==> src/rtl/comp_unary_tx.sv <==
// Serial unary (thermometer) frame transmitter: a count k becomes FRAME bits, k ones then zeros, LSB-first.
// Optional parallel tap of the frame: define COMP_UNARY_THERM_EN to add out_therm.
module comp_unary_tx #(
  parameter  int FRAME = 5,
  localparam int CW    = $clog2(FRAME + 1)
) (
  input  logic          clk,
  input  logic          rst_n,
  input  logic          in_valid,
  output logic          in_ready,
  input  logic [CW-1:0] in_count,
  output logic          out_valid,
  input  logic          out_ready,
  output logic          out_bit,
  output logic          out_last,
`ifdef COMP_UNARY_THERM_EN
  output logic [FRAME-1:0] out_therm,
`endif
  output logic          ovf
);

  typedef enum logic {IDLE = 1'b0, SEND = 1'b1} state_t;

  localparam logic [CW:0] FRAME_C = (CW+1)'(FRAME);
  localparam logic [CW:0] LAST_C  = FRAME_C - {{CW{1'b0}}, 1'b1};

  state_t        state_r;
  logic [CW-1:0] idx_r;
  logic [CW-1:0] cnt_r;

  logic          in_hs_s;
  logic          out_hs_s;
  logic [CW:0]   count_ext_s;
  logic [CW:0]   load_cnt_s;
  logic [CW:0]   next_idx_s;

  // Accept only when idle or when the last bit leaves this very cycle
  assign in_ready    = rst_n && ((state_r == IDLE) ||
                                 ((state_r == SEND) && out_last && out_ready));
  assign in_hs_s     = in_valid && in_ready;
  assign out_hs_s    = out_valid && out_ready;
  assign count_ext_s = {1'b0, in_count};
  assign load_cnt_s  = (count_ext_s > FRAME_C) ? FRAME_C : count_ext_s;
  assign next_idx_s  = {1'b0, idx_r} + {{CW{1'b0}}, 1'b1};

  // Frame sequencer with registered bit/last/valid/overflow outputs
  always_ff @(posedge clk) begin
    if (!rst_n) begin
      state_r   <= IDLE;
      idx_r     <= '0;
      cnt_r     <= '0;
      out_valid <= 1'b0;
      out_bit   <= 1'b0;
      out_last  <= 1'b0;
      ovf       <= 1'b0;
    end else begin
      ovf <= 1'b0;
      if (in_hs_s) begin
        state_r   <= SEND;
        idx_r     <= '0;
        cnt_r     <= load_cnt_s[CW-1:0];
        out_valid <= 1'b1;
        out_bit   <= (load_cnt_s != '0);
        out_last  <= 1'b0;
        ovf       <= (count_ext_s > FRAME_C);
      end else if (out_hs_s) begin
        if (out_last) begin
          state_r   <= IDLE;
          idx_r     <= '0;
          out_valid <= 1'b0;
          out_bit   <= 1'b0;
          out_last  <= 1'b0;
        end else begin
          idx_r    <= next_idx_s[CW-1:0];
          out_bit  <= (next_idx_s < {1'b0, cnt_r});
          out_last <= (next_idx_s == LAST_C);
        end
      end else begin
        idx_r <= idx_r;
      end
    end
  end

`ifdef COMP_UNARY_THERM_EN
  function automatic logic [FRAME-1:0] therm_f(input logic [CW:0] k);
    logic [FRAME-1:0] v;
    v = '0;
    for (int i = 0; i < FRAME; i++) begin
      v[i] = ((CW+1)'(i) < k);
    end
    return v;
  endfunction

  // Parallel tap: loaded with the frame at the load edge, cleared when the frame ends
  always_ff @(posedge clk) begin
    if (!rst_n) begin
      out_therm <= '0;
    end else if (in_hs_s) begin
      out_therm <= therm_f(load_cnt_s);
    end else if (out_hs_s && out_last) begin
      out_therm <= '0;
    end else begin
      out_therm <= out_therm;
    end
  end
`endif

endmodule

==> config.mk <==
export PLATFORM = sky130hd
export DESIGN_NAME = comp_unary_tx
export DESIGN_NICKNAME = d
export VERILOG_FILES = /design/src/rtl/comp_unary_tx.sv
export SDC_FILE = /design/constraint.sdc
export NUM_CORES = 1
export LEC_CHECK = 0
export BUFFER_PORTS_ARGS = -buffer_cell sky130_fd_sc_hd__buf_4
export CAP_MARGIN = 0
export CORE_MARGIN = 3
export CORE_UTILIZATION = 25
export DETAILED_ROUTE_END_ITERATION = 12
export PLACE_DENSITY_LB_ADDON = 0.05
export SYNTH_ARGS = -nofsm -noshare
export SYNTH_HDL_FRONTEND = slang
export SYNTH_SLANG_ARGS = --single-unit
==> constraint.sdc <==
create_clock -name clk -period 3.61 [get_ports clk]
set_input_delay 0.722 -clock clk [delete_from_list [all_inputs] [get_ports clk]]
set_output_delay 0.722 -clock clk [all_outputs]
set_load 0.03 [all_outputs]
**Word level (Yosys, flattened, before mapping)**

Index checks and enable logic that the tools add are counted.

- Register bits: 10
- Bits of input ports: 7
- Output and inout port bits: 5

- Add/subtract/negate cells: 1
- Order comparisons: 2
- Eq/ne operators: 1
- Multiplexer cells: 9
- Bitwise operators: 2
- Reductions and logical operators: 12

Operator list:

| kind | number |
|---|---|
| $mux 1 | 7 |
| $mux 3 | 2 |
| $logic_and 1x1->1 | 5 |
| $add 3x1->4 const B | 1 |
| $eq 4x3->1 const B | 1 |
| $lt 4x3->1 | 1 |
| $reduce_and 2->1 | 2 |
| $reduce_bool 2->1 | 2 |
| $reduce_bool 4->1 | 1 |
| $gt 3x3->1 const B | 1 |
| $not 1->1 | 2 |
| $reduce_or 2->1 | 1 |
| $logic_or 1x1->1 | 1 |

**Depth between registers and ports, before layout**

- Depth after elaboration: 7
- Mapped depth: 6
- Depth with buffers taken out: 6

**Worst setup path after synthesis**

OpenSTA, ideal clock, no wires.

- Path kind: input to output
- Start: input port out_ready
- End: output port in_ready
- Arrival time: 1.170 ns
- Required time: 2.888 ns
- Setup slack: 1.718 ns
- Stages: 2
- Cells stage by stage: a21bo_1 and2_2

- Longest elaborated chain between the ends: 3

Ends and longest elaborated chain:

| item | RTL line | RTL |
|---|---|---|
| start: declaration | 13 | `input logic out_ready,` |
| $logic_and 1x1->1 | 39 | `((state_r == SEND) && out_last && out_ready));` |
| $logic_or 1x1->1 | 38 | `assign in_ready = rst_n && ((state_r == IDLE) \|\|` |
| $logic_and 1x1->1 | 38 |  |
| end: declaration | 10 | `output logic in_ready,` |

No other way between the ends.

**Final worst setup path**

Ends and elaborated chain as after synthesis.

==> metrics.md <==
| Metric | Value |
|---|---|
| First-pass GRT wire length | `~1700 um` |
| Seq/Total Area, Yosys | `0.419` |
| Total power | `approximately 230 uW` |
| Critical Path RT | `between 2 and 3 ns` |
| Initial core utilization | `0.271` |
| Max-slew violations | `0` |
| Core Footprint | `between 1500 and 2000 um2` |
| Setup CP Type | `in2out` |
| Detailed-route wire length per cell | `10.3 um` |
| Tmin final | `approximately 2.1 ns` |
| Peak VDD IR | `around 0.00018 V` |
| Initial antenna violation count | `0` |
| Final Cycle Share | `0.592` |
| Antenna-violating nets left | `0` |
| Post-synthesis register bit count | `10` |
| RSZ-0062 raised after global routing | `no` |
| Hold buffers post-CTS | `0` |
| FILL cells | `195` |
| Clock Latency Late Sink | `0.26 ns` |
| Pwr/cell area | `about 380 nW/um2` |
| Share of cells above drive strength 1 | `0.239` |
| Setup violations, final | `0` |
| Initial DRC count | `3` |
| Total gr overflow | `0` |
| CTS resizes | `0` |
| CTS H-tree depth | `1` |
| GPL Wtd Cong | `roughly 0.71` |
| TritonCTS clock tree | `built` |
| Clock Pin Slew Worst Setup and Hold Paths | `roughly 0.060 ns` |
| Vias | `404` |
| Antenna fix cells | `0` |
| Setup Buffers After CTS | `0` |
| Post-Synthesis Cells | `54` |
| Slew @ Worst Pin | `about 0.25 ns` |
| Die W | `between 40 and 50 um` |
| Initial DRT Pass Iterations | `3` |
| Hold Violations, Final | `0` |
| Syn avg cell area | `8.85 um2` |
| Mapped Area | `478 um2` |
| Rel. slew slack | `0.831` |
| Static Leakage | `between 0.0002 and 0.0003 uW` |
| Fin nets | `79` |
| Root Buffer | `clkbuf_4` |
| Die H | `around 50 um` |
| Clk buf depth | `2` |
| Largest net degree at the start of global routing | `9` |
| Arrival @ worst endpoint | `around 1.4 ns` |
| Hold/Removal Path Class | `reg2reg` |
| Placement Rows | `15` |
| Setup Skew | `about 0.007 ns` |
| Residual DRC count | `0` |
| Setup_tns | `0 ns` |
| Dpl ws | `~1.5 ns` |
| Synth warn | `0` |
| Largest fanout on the critical path | `4` |
| Total track usage | `0.0919` |
| Synth Net Count | `64` |
| Die area | `2470 um2` |
| Outcome | `finished, final reports clean` |
| Area grow syn2layout | `26.2%` |
| Slack of the worst reg-to-reg path | `about 2.1 ns` |
| Port Buffers | `11` |
| Vias/cell | `roughly 4.4` |
| Vias in the first global route | `407` |
| # clock sinks | `10` |
| F_max | `468 MHz` |
| Cts bufs inserted | `3` |
| DRT Wirelength | `around 940 um` |
| CP Launch Type | `input pin` |
| Synth unique cells | `23` |
| Io pins | `12` |
| Max-Cap Viols | `0` |
| Detailed placement HPWL | `between 700 and 800 um` |
| Min setup slack post-route | `roughly 1.5 ns` |
| Endpoint type of the worst setup path | `output port` |
[cell families after synthesis]
kind of cell             synth area share
AO/OA/AOI/OAI                       0.202
XOR/XNOR                           0.0183
flip-flops                          0.419
adder cells (fa/ha/maj)            0.0785
AND/OR/NAND/NOR                     0.215
buffers and inverters              0.0471
multiplexers                       0.0209
[report_power, final]
group          internal [uW]  switching (uW)
combinational           15.7            18.9
clock                   38.4            36.2
sequential               115            2.83
[synthesized netlist by cell type (all sizes together)]
cell	instances	share of area
inv	3	0.024
o211a	1	0.021
o21ai	5	0.052
nor2	4	0.031
nor3	1	0.010
xor2	1	0.018
a21bo	1	0.021
a21oi	4	0.042
nor3b	1	0.016
o31ai	1	0.016
and2	1	0.016
nand2	8	0.063
a21boi	2	0.031
a32oi	1	0.018
dfxtp	10	0.42
mux2i	1	0.021
buf	1	0.024
and3	2	0.037
ha	3	0.079
nand3b	2	0.031
nand3	1	0.010
[cell usage in the layout (no fill, tap or decap)]
master | Yosys | layout
a21bo_1 | 1 | 1
a21boi_0 | 2 | 2
a21oi_1 | 4 | 4
a32oi_1 | 1 | 1
and2_2 | 1 | 1
and3_1 | 1 | 1
and3_4 | 1 | 1
buf_4 | 0 | 11
clkbuf_4 | 0 | 3
dfxtp_1 | 10 | 10
ha_1 | 3 | 3
inv_1 | 3 | 3
mux2i_1 | 1 | 1
nand2_1 | 8 | 8
nand3_1 | 1 | 1
nand3b_1 | 2 | 2
nor2_1 | 4 | 4
nor3_1 | 1 | 1
nor3b_1 | 1 | 1
o211a_1 | 1 | 1
o21ai_0 | 3 | 3
o21ai_1 | 2 | 2
o31ai_1 | 1 | 1
xor2_1 | 1 | 1
[metrics by stage]
stage / util / hold slack, ns / cells / instance area [um2]
floorplan: - / 0.428 / 54 / 478
global placement: 0.329 / 0.445 / 89 / 581
detailed placement: 0.329 / 0.449 / 89 / 581
CTS: 0.342 / 0.458 / 92 / 603
global route: 0.342 / 0.490 / 92 / 603
finish: 0.342 / 0.454 / 92 / 603
[sequential cells by signal, indices dropped and copies added, names as in the netlist]
signal and count:
cnt_r 3, idx_r 3, out_bit 1, out_last 1, ovf 1, state_r 1
[final timing paths]
check	start	endpoint	depth (start not counted)
worst max-delay path	out_ready	in_ready	4
worst min-delay path	cnt_r[1]$_SDFFE_PN0P_	cnt_r[1]$_SDFFE_PN0P_	2
worst max register to register	idx_r[0]$_SDFFE_PP0P_	out_bit$_SDFFE_PN0P_	6
worst min register to register	cnt_r[1]$_SDFFE_PN0P_	cnt_r[1]$_SDFFE_PN0P_	2
[cell type report]
cell class / instances / area (um2) / area share
Timing Repair Buffer: 11 / 82.6 / 0.137
Tap cell: 25 / 31.3 / 0.0519
Multi-Input combinational cell: 40 / 255 / 0.423
Sequential cell: 10 / 200 / 0.332
Clock buffer: 3 / 22.5 / 0.0373
Inverter: 3 / 11.3 / 0.0187
[layer usage]
metal | track usage | share of wire | vias up
met5 | 0 | 0 | -
met4 | 0.0829 | 0.011 | 0
met3 | 0.0181 | 0.035 | 2
met2 | 0.148 | 0.48 | 6
met1 | 0.101 | 0.47 | 180
li1 | - | - | 216
[worst max-delay path, cell delays in order]
cell and delay, ns:
buf_4 0.11, a21bo_1 0.22, and2_2 0.20, buf_4 0.16
(Power assumes the default switching activity.)
